$ cat src/rtl/selfcomp_pkg.sv
// Shared encodings and default widths for the self-composition leak monitor.
package selfcomp_pkg;

  localparam int DEF_DATA_W   = 128;
  localparam int DEF_SKEW_W   = 8;
  localparam int DEF_MAX_SKEW = 0;
  localparam int DEF_TIMEOUT  = 200;
  localparam int DEF_CNT_W    = 16;

  typedef enum logic [1:0] {
    ST_IDLE   = 2'd0,
    ST_WAIT   = 2'd1,
    ST_REPORT = 2'd2,
    ST_HALT   = 2'd3
  } state_e;

  typedef enum logic {
    SIDE_ONE = 1'b0,
    SIDE_TWO = 1'b1
  } side_e;

endpackage

$ cat src/rtl/sat_counter.sv
// Up-counter with synchronous load; sat=1 holds at all-ones, sat=0 wraps.
module sat_counter #(
  parameter int W = 8
) (
  input  logic         clock,
  input  logic         reset,
  input  logic         en,
  input  logic         load,
  input  logic         sat,
  input  logic [W-1:0] load_val,
  output logic [W-1:0] cnt
);

  always_ff @(posedge clock) begin
    if (reset) begin
      cnt <= '0;
    end else if (load) begin
      cnt <= load_val;
    end else if (en && !(sat && (&cnt))) begin
      cnt <= cnt + 1'b1;
    end
  end

endmodule

$ cat src/rtl/selfcomp_leak_monitor.sv
// Pairs the two SE output streams, measures arrival skew, flags timing leaks
// and result divergence, and keeps sticky/cumulative statistics.
module selfcomp_leak_monitor
  import selfcomp_pkg::*;
#(
  parameter int DATA_W   = DEF_DATA_W,
  parameter int SKEW_W   = DEF_SKEW_W,
  parameter int MAX_SKEW = DEF_MAX_SKEW,
  parameter int TIMEOUT  = DEF_TIMEOUT,
  parameter int CNT_W    = DEF_CNT_W
) (
  input  logic              clock,
  input  logic              reset,
  input  logic              io_in_validOne,
  input  logic              io_in_validTwo,
  input  logic [DATA_W-1:0] io_in_resultOne,
  input  logic [DATA_W-1:0] io_in_resultTwo,
  output logic              io_in_ready,
  output logic              io_rpt_valid,
  output logic [SKEW_W-1:0] io_rpt_skew,
  output logic              io_rpt_timingLeak,
  output logic              io_rpt_mismatch,
  output logic [CNT_W-1:0]  io_txnCount,
  output logic [CNT_W-1:0]  io_leakCount,
  output logic              io_stickyLeak,
  output logic              io_timeout,
  output logic              io_protoErr
);

  state_e              state;
  side_e               side;
  logic [SKEW_W-1:0]   skew;
  logic                skew_en;
  logic                skew_load;
  logic [SKEW_W-1:0]   skew_load_val;
  logic                results_differ;
  logic                first_valid;
  logic                other_valid;
  logic                skew_at_timeout;
  logic                in_report;
  logic                rpt_bad;

  function automatic logic is_leak(input logic [SKEW_W-1:0] s);
    return 32'(s) > 32'(MAX_SKEW);
  endfunction

  assign results_differ  = io_in_resultOne != io_in_resultTwo;
  assign first_valid     = (side == SIDE_ONE) ? io_in_validOne : io_in_validTwo;
  assign other_valid     = (side == SIDE_ONE) ? io_in_validTwo : io_in_validOne;
  assign skew_at_timeout = skew == SKEW_W'(TIMEOUT);
  assign in_report       = state == ST_REPORT;
  assign rpt_bad         = in_report && (io_rpt_timingLeak || io_rpt_mismatch);

  // Skew restarts on the first arrival: 0 for simultaneous, 1 when one copy leads.
  always_comb begin
    skew_en       = 1'b0;
    skew_load     = 1'b0;
    skew_load_val = '0;
    case (state)
      ST_IDLE: begin
        if (io_in_validOne || io_in_validTwo) begin
          skew_load     = 1'b1;
          skew_load_val = (io_in_validOne && io_in_validTwo) ? '0 : SKEW_W'(1);
        end
      end
      ST_WAIT: skew_en = !other_valid && !skew_at_timeout;
      default: ;
    endcase
  end

  sat_counter #(.W(SKEW_W)) u_skew (
    .clock(clock), .reset(reset), .en(skew_en), .load(skew_load),
    .sat(1'b1), .load_val(skew_load_val), .cnt(skew)
  );

  sat_counter #(.W(CNT_W)) u_txn (
    .clock(clock), .reset(reset), .en(in_report), .load(1'b0),
    .sat(1'b0), .load_val('0), .cnt(io_txnCount)
  );

  sat_counter #(.W(CNT_W)) u_leak (
    .clock(clock), .reset(reset), .en(rpt_bad), .load(1'b0),
    .sat(1'b1), .load_val('0), .cnt(io_leakCount)
  );

  always_ff @(posedge clock) begin
    if (reset) begin
      state             <= ST_IDLE;
      side              <= SIDE_ONE;
      io_in_ready       <= 1'b0;
      io_rpt_valid      <= 1'b0;
      io_rpt_skew       <= '0;
      io_rpt_timingLeak <= 1'b0;
      io_rpt_mismatch   <= 1'b0;
      io_stickyLeak     <= 1'b0;
      io_timeout        <= 1'b0;
      io_protoErr       <= 1'b0;
    end else begin
      io_in_ready  <= 1'b0;
      io_rpt_valid <= 1'b0;
      case (state)
        ST_IDLE: begin
          if (io_in_validOne && io_in_validTwo) begin
            state             <= ST_REPORT;
            io_in_ready       <= 1'b1;
            io_rpt_valid      <= 1'b1;
            io_rpt_skew       <= '0;
            io_rpt_timingLeak <= is_leak('0);
            io_rpt_mismatch   <= results_differ;
          end else if (io_in_validOne || io_in_validTwo) begin
            side  <= io_in_validOne ? SIDE_ONE : SIDE_TWO;
            state <= ST_WAIT;
          end
        end
        ST_WAIT: begin
          // A leading copy that withdraws its valid broke the handshake contract.
          if (!first_valid) io_protoErr <= 1'b1;
          if (other_valid) begin
            state             <= ST_REPORT;
            io_in_ready       <= 1'b1;
            io_rpt_valid      <= 1'b1;
            io_rpt_skew       <= skew;
            io_rpt_timingLeak <= is_leak(skew);
            io_rpt_mismatch   <= results_differ;
          end else if (skew_at_timeout) begin
            io_timeout <= 1'b1;
            state      <= ST_HALT;
          end
        end
        ST_REPORT: begin
          state <= ST_IDLE;
          if (io_rpt_timingLeak || io_rpt_mismatch) io_stickyLeak <= 1'b1;
        end
        ST_HALT: state <= ST_HALT;
        default: state <= ST_IDLE;
      endcase
    end
  end

endmodule

$ cat config.mk
export PLATFORM = sky130hd
export DESIGN_NAME = selfcomp_leak_monitor
export DESIGN_NICKNAME = d
export VERILOG_FILES = /design/src/rtl/selfcomp_pkg.sv /design/src/rtl/sat_counter.sv /design/src/rtl/selfcomp_leak_monitor.sv
export SDC_FILE = /design/constraint.sdc
export NUM_CORES = 1
export LEC_CHECK = 0
export BUFFER_PORTS_ARGS = -buffer_cell sky130_fd_sc_hd__buf_2
export CAP_MARGIN = 20
export CORE_AREA = 3 3 118 120
export DETAILED_ROUTE_END_ITERATION = 12
export DIE_AREA = 0 0 121 123
export PLACE_DENSITY = 0.77
export SLEW_MARGIN = 10
export SYNTH_ARGS = -nofsm -noshare
export SYNTH_HDL_FRONTEND = slang
export SYNTH_SLANG_ARGS = --single-unit
export TNS_END_PERCENT = 30
$ cat constraint.sdc
create_clock -name clock -period 1.68 [get_ports clock]
set_input_delay 0.084 -clock clock [delete_from_list [all_inputs] [get_ports clock]]
set_output_delay 0.084 -clock clock [all_outputs]
set_load 0.1 [all_outputs]
# Yosys cells after proc, flatten, opt, wreduce, memory -nomap -nowiden

Index checks and enable logic that the tools add are counted.

Add/subtract/negate cells: 3
Magnitude comparators: 1
Eq/ne operators: 9
Multiplexer cells: 28
Bitwise operators: 3
Reductions and logical operators: 22

Operators with widths:

| operator              | count |
|---|---|
| $ne 128x128->1        | 1 |
| $add 16x1->16 const B | 2 |
| $mux 8                | 4 |
| $pmux 8 s2            | 1 |
| $reduce_and 16->1     | 1 |
| $mux 1                | 15 |
| $reduce_and 3->1      | 3 |
| $add 8x1->8 const B   | 1 |
| $eq 8x8->1 const B    | 1 |
| $gt 8x1->1 const B    | 1 |
| $mux 2                | 4 |
| $pmux 2 s4            | 1 |
| $reduce_and 8->1      | 1 |
| $ne 3x3->1 const B    | 2 |
| $pmux 1 s2            | 3 |
| $reduce_and 2->1      | 3 |
| $logic_and 1x1->1     | 5 |
| $eq 2x2->1 const B    | 2 |
| $logic_not 1->1       | 4 |
| $ne 2x2->1 const B    | 2 |
| $reduce_bool 2->1     | 2 |
| $not 1->1             | 3 |
| $eq 2x1->1 const B    | 1 |
| $logic_not 2->1       | 1 |
| $logic_or 1x1->1      | 2 |

Flip-flop bits (word level): 57
Input port bits: 260
Output and inout bits: 47

# Logic depth before layout (Yosys ltp)

Gate-level depths: netlist of the first run.

Word-level depth: 7
Gate-level depth with buffers: 8
Gate-level depth less buffers: 8

# By module

Synthesis of the first run repeated with hierarchy kept, for this count alone.

Cells, all modules: 609
Area total of the unflattened synthesis: 5,031.1 um2

By module, submodules not included:

| module                   | times used | cells an instance | area each (um2) |
|---|---|---|---|
| sat_counter (u_leak ...) | 2          | 141               | 1,186.1 |
| selfcomp_leak_monitor    | 1          | 273               | 2,183.3 |
| sat_counter (u_skew)     | 1          | 54                | 475.5 |

# Least setup slack after synthesis of the first run

No wires, ideal clock.

Path type: flip-flop to flip-flop
From: reg u_leak.cnt[0]
To: reg u_leak.cnt[12]
Library setup time: 67 ps
Arrival time: 2,319 ps
Slack: -706 ps
Cell stages (with the launch flop): 8
Buffers on the path: 0
Clock period less this slack: 2,386 ps
Cells stage by stage: dfxtp_1 -> ha_1 -> and3_1 -> and4_4 -> and3_1 -> nand3_1 -> xor2_1 -> nor2_1

Longest elaborated chain between the ends: 3

Ends and longest elaborated chain:

| item                                                                  | RTL line          | text |
|---|---|---|
| start: declaration                                                    | sat_counter.sv:11 | `output logic [W-1:0] cnt` |
| start signal: assignment                                              | sat_counter.sv:18 | `cnt <= load_val;` |
| start signal: assignment                                              | sat_counter.sv:20 | `cnt <= cnt + 1'b1;` |
| parallel branches: the longest is 3 deep, another holds $add 16x1->16 | -                 |  |

Several ways; the timed one is not identified.
A chain may end at the register's enable or synchronous reset.

# Worst setup path after layout of the first run

From: reg u_skew.cnt[0]
To: reg u_skew.cnt[0]

Longest elaborated chain between the ends: 6

Ends and longest elaborated chain:

| item                                                                | RTL line |
|---|---|
| start: declaration                                                  | sat_counter.sv:11 |
| start signal: assignment                                            | sat_counter.sv:18 |
| start signal: assignment                                            | sat_counter.sv:20 |
| parallel branches: the longest is 6 deep, another holds $add 8x1->8 | - |

Several ways; the timed one is not identified. The select of a mux whose other input is x is not followed.

==> impl_metrics.toml, run 1 <==
[sta]
finalCritPeriodShare_pct = 100.1
drv_slew = 0
finClkSkew_ns = 0.005237
fmax_mhz = 594.9
worst_pin_slew_ns = 0.5116
fin_crit_ns = 1.681
setup_viol = 1
rsz0062_at_grt = "true"
max_slew_margin_pct = 66.13
whs_ns = 0.06806
finalHoldViolations = 0
setup_ws_ns = -0.001047

[yosys]
synth_top_area_cell = "dfxtp_1"
synth_fa_ha_area_share_pct = 1.924
synth_nets = 722
muxShareOfSynthArea_pct = 1.122
synth_compound_area_share_pct = 4.841
ys_warn_count = 0
async_reset_ff_share_pct = 0
ys_ff_latch = 57
synth_top_area_share_pct = 29.24
synth_edf_count = 0
ys_seq_area_share_pct = 29.24
ys.flop_type = "dfxtp_1"
syn_avg_cell_area_sq_um = 8.558
synthTopCellsByArea = "dfxtp_1, xnor2_1, xor2_1"
netlist_instances = 456
synth.distinct_cells = 42
synth-xor-area-share_pct = 36.58
syn_area_sq_mm = 0.003902
yosys.area_share.simple_pct = 24.56
synth_top_family_by_area = "XOR/XNOR gates"

[finish]
fillers = 1283
layout_commonest_cell = "buf_2"
final_cell_mix = "buf_2, xnor2_1, nor2_1"
regArea_sq_mm = 0.001217
multi_input_area_sq_mm = 0.002755
final_cell_count_no_fill = 963
fin_nets = 1043
syn_to_final_growth_pct = 57.55
drive_above_1_share_pct = 49.62

[global_routing]
antenna_found_initial = 7
grt_pass1_wl_mm = 21.95
grt_remaining_overflow = 0
grt_max_degree = 34
grt_pass1_vias = 4288
grt.total_usage_pct = 19.15

[power]
p_per_area_mw_per_mm2 = 678.1
peakVddDrop_v = 0.0003751
power.switching_mw = 1.132
internal-power_mw = 3.037
leakage_nw = 2.758
p_seq_share_pct = 33.5
clockPowerShare_pct = 40.8
combinationalPowerShare_pct = 25.7
switching_share_pct = 27.16

[worst_setup_path]
regToRegStartpoint = "u_skew.cnt[0]$_SDFFE_PP0P_"
timing_worst_setup_path_type = "reg2reg"
critPathLaunch = "u_skew.cnt[0]$_SDFFE_PP0P_"
reg2regPathDepth = 8
cp-start-kind = "register"
crit_fanout = 4
worst_setup_path_end_kind = "register"
worstReg2RegEnd = "u_skew.cnt[0]$_SDFFE_PP0P_"
worstPathArrival_ns = 1.87
reg2reg_slack_ns = -0.001
critPathCapture = "u_skew.cnt[0]$_SDFFE_PP0P_"
crit_required_ns = 1.87

[floorplan]
die_y_um = 123
chipWidth_um = 121
initial_utilization_pct = 29.82
ios = 307
core_sq_mm = 0.01309
rows = 42
design.die.area_sq_mm = 0.01488

[run_status]
outcome = "complete, but fails checks"
violations = "setup timing"

[placement]
port_buffers = 306
hpwl_mm = 13.34
dp.cells = 941
globalplace.congestion = 0.9477

[clock_network]
cts-root-buf = "clkbuf_16"
cts_max_path_buffers = 2
clock_sinks = 57
htreeDepth = 3
path_clk_slew_ns = 0.05
cts_buffers = 9
clock_latency_ns = 0.31
cts_tree = "yes"

[hold_path]
min_path_type = "in2reg"

[detailed_routing]
antenna_left = 0
via_per_inst = 4.529
drt_iter0_markers = 223
drc_errors = 0
drtPass1Iterations = 4
wl_per_cell_um = 15.65
wl_mm = 15.07
vias = 4361

[flow_run]
maxCapViolCount = 0
==> per-layer routing <==
layer,track usage [%],share of wire (%)
met4,4.249,1.7
met2,31.16,48
met1,25.27,40
met5,0,0.093
met3,5.535,10
==> how the worst min path moves through the flow <==
stage | cells past startpoint | end | startpoint | slack (ns)
2_1_floorplan | 1 | side$_SDFFE_PP0P_ | io_in_validOne | 0.18
3_3_place_gp | 2 | side$_SDFFE_PP0P_ | io_in_validOne | 0.35
3_5_place_dp | 2 | side$_SDFFE_PP0P_ | io_in_validOne | 0.37
4_1_cts | 2 | side$_SDFFE_PP0P_ | io_in_validOne | 0.04
5_1_grt | 2 | side$_SDFFE_PP0P_ | io_in_validOne | 0.05
6_report | 2 | side$_SDFFE_PP0P_ | io_in_validOne | 0.07
==> Yosys cell counts (2+ instances only) <==
| cell | number |
|---|---|
| xor2_1 | 41 |
| nor4_1 | 13 |
| a22oi_1 | 7 |
| a21oi_1 | 8 |
| nor3_1 | 8 |
| nand4_2 | 2 |
| a21boi_2 | 2 |
| nor2_1 | 62 |
| nor2_2 | 2 |
| nand2_1 | 20 |
| or3_1 | 2 |
| dfxtp_1 | 57 |
| o21ai_0 | 3 |
| nand4_1 | 35 |
| nor2b_1 | 3 |
| clkbuf_1 | 7 |
| buf_2 | 3 |
| mux2i_1 | 3 |
| inv_1 | 5 |
| xnor2_1 | 122 |
| nand2b_1 | 3 |
| nand3_1 | 14 |
| and4_1 | 2 |
| ha_1 | 6 |
| and3_1 | 9 |
==> critical path: stages (launching register included) <==
cell	delay, ns
dfxtp_2	0.32
inv_2	0.05
ha_1	0.12
or4b_4	0.50
a21oi_4	0.20
nor2_4	0.06
xnor2_1	0.12
mux2i_1	0.14
nor2_1	0.05
==> cell families after synthesis <==
kind of cell / Yosys count
AND/OR/NAND/NOR: 184
XOR/XNOR: 163
flip-flops: 57
AO/OA/AOI/OAI: 26
buffers and inverters: 16
adder cells (fa/ha/maj): 6
multiplexers: 4
==> what timing repair did <==
| action | CTS | global route |
|---|---|---|
| gates resized for setup | 0 | 11 |
| endpoints found under the setup margin | 1 | 21 |
| hold buffers | 0 | 0 |
| cloned | 0 | 0 |
| setup buffers | 0 | 1 |
| pin swaps | 2 | 8 |
==> flip-flops by register name (all words and copies together) (netlist names) <==
register           flops
u_leak.cnt            16
u_txn.cnt             16
io_rpt_skew            8
u_skew.cnt             8
state                  2
io_protoErr            1
io_rpt_mismatch        1
io_rpt_timingLeak      1
io_rpt_valid           1
io_stickyLeak          1
io_timeout             1
side                   1
==> final cells by class <==
class,instances,area share (%)
flip-flops and latches,57,19.80
multi-input cells,383,44.81
clock buffers,12,3.846
inverters,5,0.3053
clock inverters,4,0.7123
repair buffers,321,26.74
well taps,176,3.582
diodes,5,0.2035
==> stage by stage <==
step / worst slack (ns) / cell area, sq um / total power, mW / util (%) / TNS [ns]
after detailed placement: 0.01694 / 5813 / 2.476 / 44.43 / 0
after global routing: -0.1236 / 6138 / 4.381 / 46.91 / -0.3956
after global placement: 0.06009 / 5813 / 2.466 / 44.43 / 0
final: -0.001047 / 6148 / 4.170 / 46.99 / -0.001047
after CTS: -0.00003442 / 6093 / 4.197 / 46.57 / -0.00003442
after floorplan: -0.02999 / 4005 / 1.992 / - / -0.08653
==> power by group through the flow <==
stage               registers (mW)  clock network [mW]  logic (mW)
finish                        1.39                1.70        1.07
global route                  1.40                1.82        1.16
CTS                           1.39                1.74        1.06
detailed placement            1.42                   0        1.06
global placement              1.42                   0        1.05
floorplan                     1.52                   0       0.473
Power figures use the tool's default switching activity.
==> inputs of run 2 (changes only) <==
- ABC_AREA: unset -> 1
- BUFFER_PORTS_ARGS: -buffer_cell sky130_fd_sc_hd__buf_2 -> unset
- CORE_AREA: 3 3 118 120 -> 3 3 119 121
- DIE_AREA: 0 0 121 123 -> 0 0 122 124
- DONT_BUFFER_PORTS: unset -> 1
- PLACE_DENSITY: 0.77 -> 0.64
==> run 2 against run 1 <==
Combinational power fell by 11%. Largest cell class unchanged. Global-route usage rose by 1.7 points. Non-clock buffer count fell by 256. The flow finishes with violations (hold timing). Worst setup slack improved by 0.083 ns. Die area rose by 1.6%. Routed wire length rose by 11%.
==> impl_metrics.toml, run 2 <==
[run_status]
outcome = "complete, but fails checks"
violations = "hold timing"

[yosys]
synth_top_area_cell = "dfxtp_1"
ys_seq_area_share_pct = 23.32
ys.flop_type = "dfxtp_1"
synth_edf_count = 0
netlist_instances = 869
syn_area_sq_mm = 0.004893
ys_warn_count = 0
synth_nets = 1135
async_reset_ff_share_pct = 0
synth_common_cells = "nand2_1, inv_1, nor2_1"
synth.most_common_cell = "nand2_1"
synth_top_area_share_pct = 23.32
synthTopCellsByArea = "dfxtp_1, nand2_1, inv_1"
syn_avg_cell_area_sq_um = 5.631
synth.distinct_cells = 38
ys_ff_latch = 57

[detailed_routing]
drt_iter0_markers = 332
drc_errors = 0
wl_per_cell_um = 14.95
vias = 5211
via_per_inst = 4.661
drtPass1Iterations = 4
wl_mm = 16.71
antenna_left = 0

[hold_path]
hold_start = "reset"
holdPathEnd = "io_rpt_valid$_SDFF_PP0_"
min_path_type = "in2reg"
hold_path_depth = 1

[global_routing]
grt.total_usage_pct = 20.89
grt_pass1_wl_mm = 24.28
grt_pass1_vias = 4646
antenna_found_initial = 0
grt_remaining_overflow = 0
grt_max_degree = 29

[clock_network]
htreeDepth = 3
cts_max_path_buffers = 2
cts_tree = "yes"
postCtsHoldBufs = 5
cts-root-buf = "clkbuf_16"
cts_buffers = 9
clock_sinks = 57
path_clk_slew_ns = 0.05
clock_latency_ns = 0.33

[sta]
setup_viol = 0
rsz0062_at_grt = "true"
finClkSkew_ns = 0.007551
drv_slew = 0
whs_ns = -0.1751
finalHoldViolations = 22
fmax_mhz = 625.9
fin_setup_tns_ns = 0
fin_crit_ns = 1.598
max_slew_margin_pct = 64.06
worst_pin_slew_ns = 0.5435
finalCritPeriodShare_pct = 95.09

[floorplan]
design.die.area_sq_mm = 0.01513
die_y_um = 124
rows = 42
chipWidth_um = 122
ios = 307
initial_utilization_pct = 37.10
core_sq_mm = 0.01319

[worst_setup_path]
regToRegStartpoint = "u_skew.cnt[1]$_SDFFE_PP0P_"
crit_path_max_incr_delay_ns = 0.34
timing_worst_setup_path_type = "reg2reg"
worst_setup_path_end_kind = "register"
crit_required_ns = 1.89
critPathLaunch = "u_skew.cnt[1]$_SDFFE_PP0P_"
worstReg2RegEnd = "u_skew.cnt[0]$_SDFFE_PP0P_"
cp_top_family = "simple AND/OR/NAND/NOR gates"
cp_slowest_cell = "dfxtp_2"
cp-start-kind = "register"
reg2regPathDepth = 9
crit_chain = "inv_1 -> ha_2 -> nand3_1 -> nor3_2 -> inv_2 -> o211ai_4 -> nand2_4 -> o21ai_0 -> nor2_1"
crit_fanout = 6
worstPathArrival_ns = 1.80
reg2reg_slack_ns = 0.08
path_buf_inv = 2

[placement]
globalplace.congestion = 0.9138
hpwl_mm = 14.29
port_buffers = 0

[power]
power_mw = 4.290
p_per_area_mw_per_mm2 = 711.6
peakVddDrop_v = 0.0004405
leakage_nw = 2.966

[flow_run]
maxCapViolCount = 0

[finish]
fillers = 1397
drive_above_1_share_pct = 16.03
syn_to_final_growth_pct = 23.19
diodes = 0
layout_commonest_cell = "nand2_1"
largestRegisters = "u_leak.cnt (16), u_txn.cnt (16)"
final_cell_mix = "nand2_1, inv_1, nor2_1"
fin_nets = 1203
==> run 2: changes by cell type after synthesis, sizes merged, moves of 32 or more <==
cell   delta
o21ai    +49
nand4    -32
inv     +154
nor2     +75
xnor2    -82
nand2   +265
==> run 2: worst max-delay path by stage <==
stage | endpoint | slack, ns | cells after the start
floorplan | u_txn.cnt[14]$_SDFFE_PP0P_ | -0.13 | 6
global placement | u_leak.cnt[11]$_SDFFE_PP0P_ | -0.02 | 10
detailed placement | u_leak.cnt[11]$_SDFFE_PP0P_ | -0.04 | 10
CTS | u_skew.cnt[0]$_SDFFE_PP0P_ | 0.005 | 8
global route | u_skew.cnt[6]$_SDFFE_PP0P_ | -0.03 | 10
finish | u_skew.cnt[0]$_SDFFE_PP0P_ | 0.08 | 9
==> run 2: layout make-up <==
class                      instances  area (sq um)  area share, %
tap                              176         220.2          3.653
clock inverter                     4         48.80         0.8095
clock buffer                      12         267.8          4.442
inverter                         161         606.8          10.07
multi-input combinational        643          3187          52.86
timing repair buffer              65         501.7          8.323
sequential                        57          1196          19.84
==> run 2: cell families (layout without fill, tap and decap cells) <==
family          count (synthesis)  in the layout  synth area share (%)
compound gates                 98             98                 10.71
buf+inv                       169            242                 13.24
fa+ha+maj                       6              6                 1.534
simple gates                  479            479                 40.45
flops                          57             57                 23.32
xor+xnor                       60             60                 10.74
==> run 2: through the flow <==
step                area, sq um  util, %  instances  worst slack [ns]  hold WS (ns)
floorplan                  4962        -        869           -0.1278        0.1741
global placement           5538    41.98       1090          -0.01676        0.1464
detailed placement         5538    41.98       1090          -0.04000        0.1517
CTS                        5909    44.80       1111          0.004973       -0.1848
global route               6028    45.70       1118          -0.03031       -0.1917
finish                     6028    45.70       1118           0.08241       -0.1751
==> run 2: routing by layer <==
layer / vias up / wire (um) / track usage [%]
met4: 0 / 191 / 3.782
met5: - / 0 / 0
met2: 206 / 8002 / 35.19
met1: 2220 / 6587 / 24.82
met3: 19 / 1933 / 9.446
li1: 2766 / - / -
==> run 2: power by group <==
part           switching (mW)  leakage [nW]  internal [mW]
Sequential             0.0465         0.479           1.40
Clock                   0.625         0.158           1.27
Combinational           0.593          2.33          0.354
==> run 2: repair_timing <==
action / 4_1_cts / 5_1_grt
pin swaps: 0 / 6
endpoints found under the setup margin: 2 / 24
endpoints found under the hold margin: 28 / 23
buffers inserted: 0 / 8
resized for setup: 1 / 17
==> inputs of run 3 (changes only) <==
- PLACE_DENSITY: 0.64 -> 0.62
- clock period: 1.68 -> 1.85 ns (I/O delays scaled with it)
==> run 3 against run 2 <==
The flow now finishes without violations. Routed wire length is 1.1% lower. Final area shrank 0.39%. Via count is the same. Largest power group unchanged. Sequential share of layout area down 0.21 points. Critical endpoint is now io_rpt_skew[6]$_SDFFE_PP0P_. Sequential power is 9.7% lower.
==> impl_metrics.toml, run 3 (synthesized netlist as in run 2, its figures left out) <==
[run_status]
outcome = "completed"

[worst_setup_path]
cp.depth = 7
critPathLaunch = "side$_SDFFE_PP0P_"
crit_path_max_incr_delay_ns = 0.60
crit_chain = "nand2_1 -> o21ai_1 -> nand3_1 -> clkinv_1 -> nand2_1 -> a21oi_1 -> dlygate4sd3_1"
reg2reg_slack_ns = 0.07
cp_slowest_cell = "dlygate4sd3_1"
regToRegStartpoint = "side$_SDFFE_PP0P_"
timing_worst_setup_path_type = "reg2reg"
worstPathArrival_ns = 2.03
worst_path_most_repeated_cell = "nand2_1"
critPathCapture = "io_rpt_skew[6]$_SDFFE_PP0P_"
crit_fanout = 10
crit_required_ns = 2.10
cp-start-kind = "register"
reg2regPathDepth = 7
worstReg2RegEnd = "io_rpt_skew[6]$_SDFFE_PP0P_"
cp_top_family = "buffers and inverters"
worst_setup_path_end_kind = "register"
path_buf_inv = 2

[finish]
diodes = 0
syn_to_final_growth_pct = 22.71
drive_above_1_share_pct = 13.56
layout_commonest_cell = "nand2_1"
final_cell_mix = "nand2_1, inv_1, nor2_1"
fin_nets = 1205
largestRegisters = "u_leak.cnt (16), u_txn.cnt (16)"

[sta]
setup_ws_ns = 0.07004
setup_viol = 0
fin_crit_ns = 1.780
fin_setup_tns_ns = 0
finalCritPeriodShare_pct = 96.21
drv_slew = 0
worst_pin_slew_ns = 0.7337
fmax_mhz = 561.8
max_slew_margin_pct = 50.93
rsz0062_at_grt = "true"
finalHoldViolations = 0
finClkSkew_ns = 0.006743

[clock_network]
cts_tree = "yes"
clock_sinks = 57
cts_buffers = 9
htreeDepth = 3
cts-root-buf = "clkbuf_16"
cts_max_path_buffers = 2
clock_latency_ns = 0.32
path_clk_slew_ns = 0.05

[placement]
globalplace.congestion = 0.9136
hpwl_mm = 13.98
place_ws_ns = 0.06210
port_buffers = 0

[hold_path]
min_path_type = "in2reg"

[global_routing]
grt_max_degree = 18
grt_pass1_vias = 4712
antenna_found_initial = 0
grt_remaining_overflow = 0
grt.total_usage_pct = 20.61
grt_pass1_wl_mm = 23.97

[power]
internal-power_mw = 2.765
peakVddDrop_v = 0.0003948
leakage_nw = 2.987
combinationalPowerShare_pct = 21.9
switching_share_pct = 30.18
power_mw = 3.960
power.switching_mw = 1.195
p_per_area_mw_per_mm2 = 659.5
p_seq_share_pct = 32.8
clockPowerShare_pct = 45.3

[flow_run]
maxCapViolCount = 0

[floorplan]
rows = 42
ios = 307
die_y_um = 124
chipWidth_um = 122
core_sq_mm = 0.01319
initial_utilization_pct = 37.10
design.die.area_sq_mm = 0.01513

[detailed_routing]
wl_mm = 16.52
drtPass1Iterations = 5
vias = 5211
antenna_left = 0
drt_iter0_markers = 436
drc_errors = 0
wl_per_cell_um = 14.75
via_per_inst = 4.653
-- run 3: power groups by stage --
stage	sequential, mW	combinational [mW]	clock [mW]
6_report	1.30	0.866	1.79
5_1_grt	1.31	0.974	1.87
4_1_cts	1.30	0.854	1.81
3_5_place_dp	1.33	0.822	0
3_3_place_gp	1.32	0.815	0
2_1_floorplan	1.47	0.538	0
-- run 3: final cells by class --
| type | count | area, sq um |
|---|---|---|
| clock buffer | 9 | 225.2 |
| clock inverter | 7 | 95.09 |
| fill | 1418 | 7186 |
| inverter | 161 | 604.3 |
| multi-input combinational | 644 | 3133 |
| sequential | 57 | 1179 |
| tap | 176 | 220.2 |
| timing repair buffer | 66 | 548.0 |
-- run 3: worst min path at each step --
stage	start	cells past startpoint	slack (ns)	to
floorplan	io_in_validOne	1	0.18	side$_SDFFE_PP0P_
global placement	reset	1	0.16	u_leak.cnt[1]$_SDFFE_PP0P_
detailed placement	reset	1	0.16	io_rpt_valid$_SDFF_PP0_
CTS	io_in_validTwo	3	0.13	state[1]$_SDFFE_PP0P_
global route	io_in_validTwo	3	0.15	state[1]$_SDFFE_PP0P_
finish	io_in_validTwo	3	0.15	state[1]$_SDFFE_PP0P_
-- run 3: worst reg2reg max path: stages, from the launching register on --
cell,delay [ns]
dfxtp_1,0.38
nand2_1,0.06
o21ai_1,0.10
nand3_1,0.11
clkinv_1,0.18
nand2_1,0.09
a21oi_1,0.19
dlygate4sd3_1,0.60
-- run 3: what timing repair did --
item,CTS,global route
hold endpoints to repair,27,0
setup buffers,0,4
hold buffers,13,0
resized for setup,0,8
setup endpoints to repair,0,22
-- run 3: per-layer routing --
layer	track usage, %	routed length [um]	vias up
met5	0	0	-
met4	3.641	143	0
met3	5.450	1235	13
met2	36.19	7995	187
met1	25.72	7148	2239
li1	-	-	2772
-- run 3: through the flow --
stage          area [sq um]  util (%)  std cells  hold WS [ns]
6_report               6005     45.52       1120        0.1450
3_5_place_dp           5488     41.61       1086        0.1615
5_1_grt                6005     45.52       1120        0.1513
3_3_place_gp           5488     41.61       1086        0.1576
4_1_cts                5938     45.02       1115        0.1281
2_1_floorplan          4930         -        869        0.1826
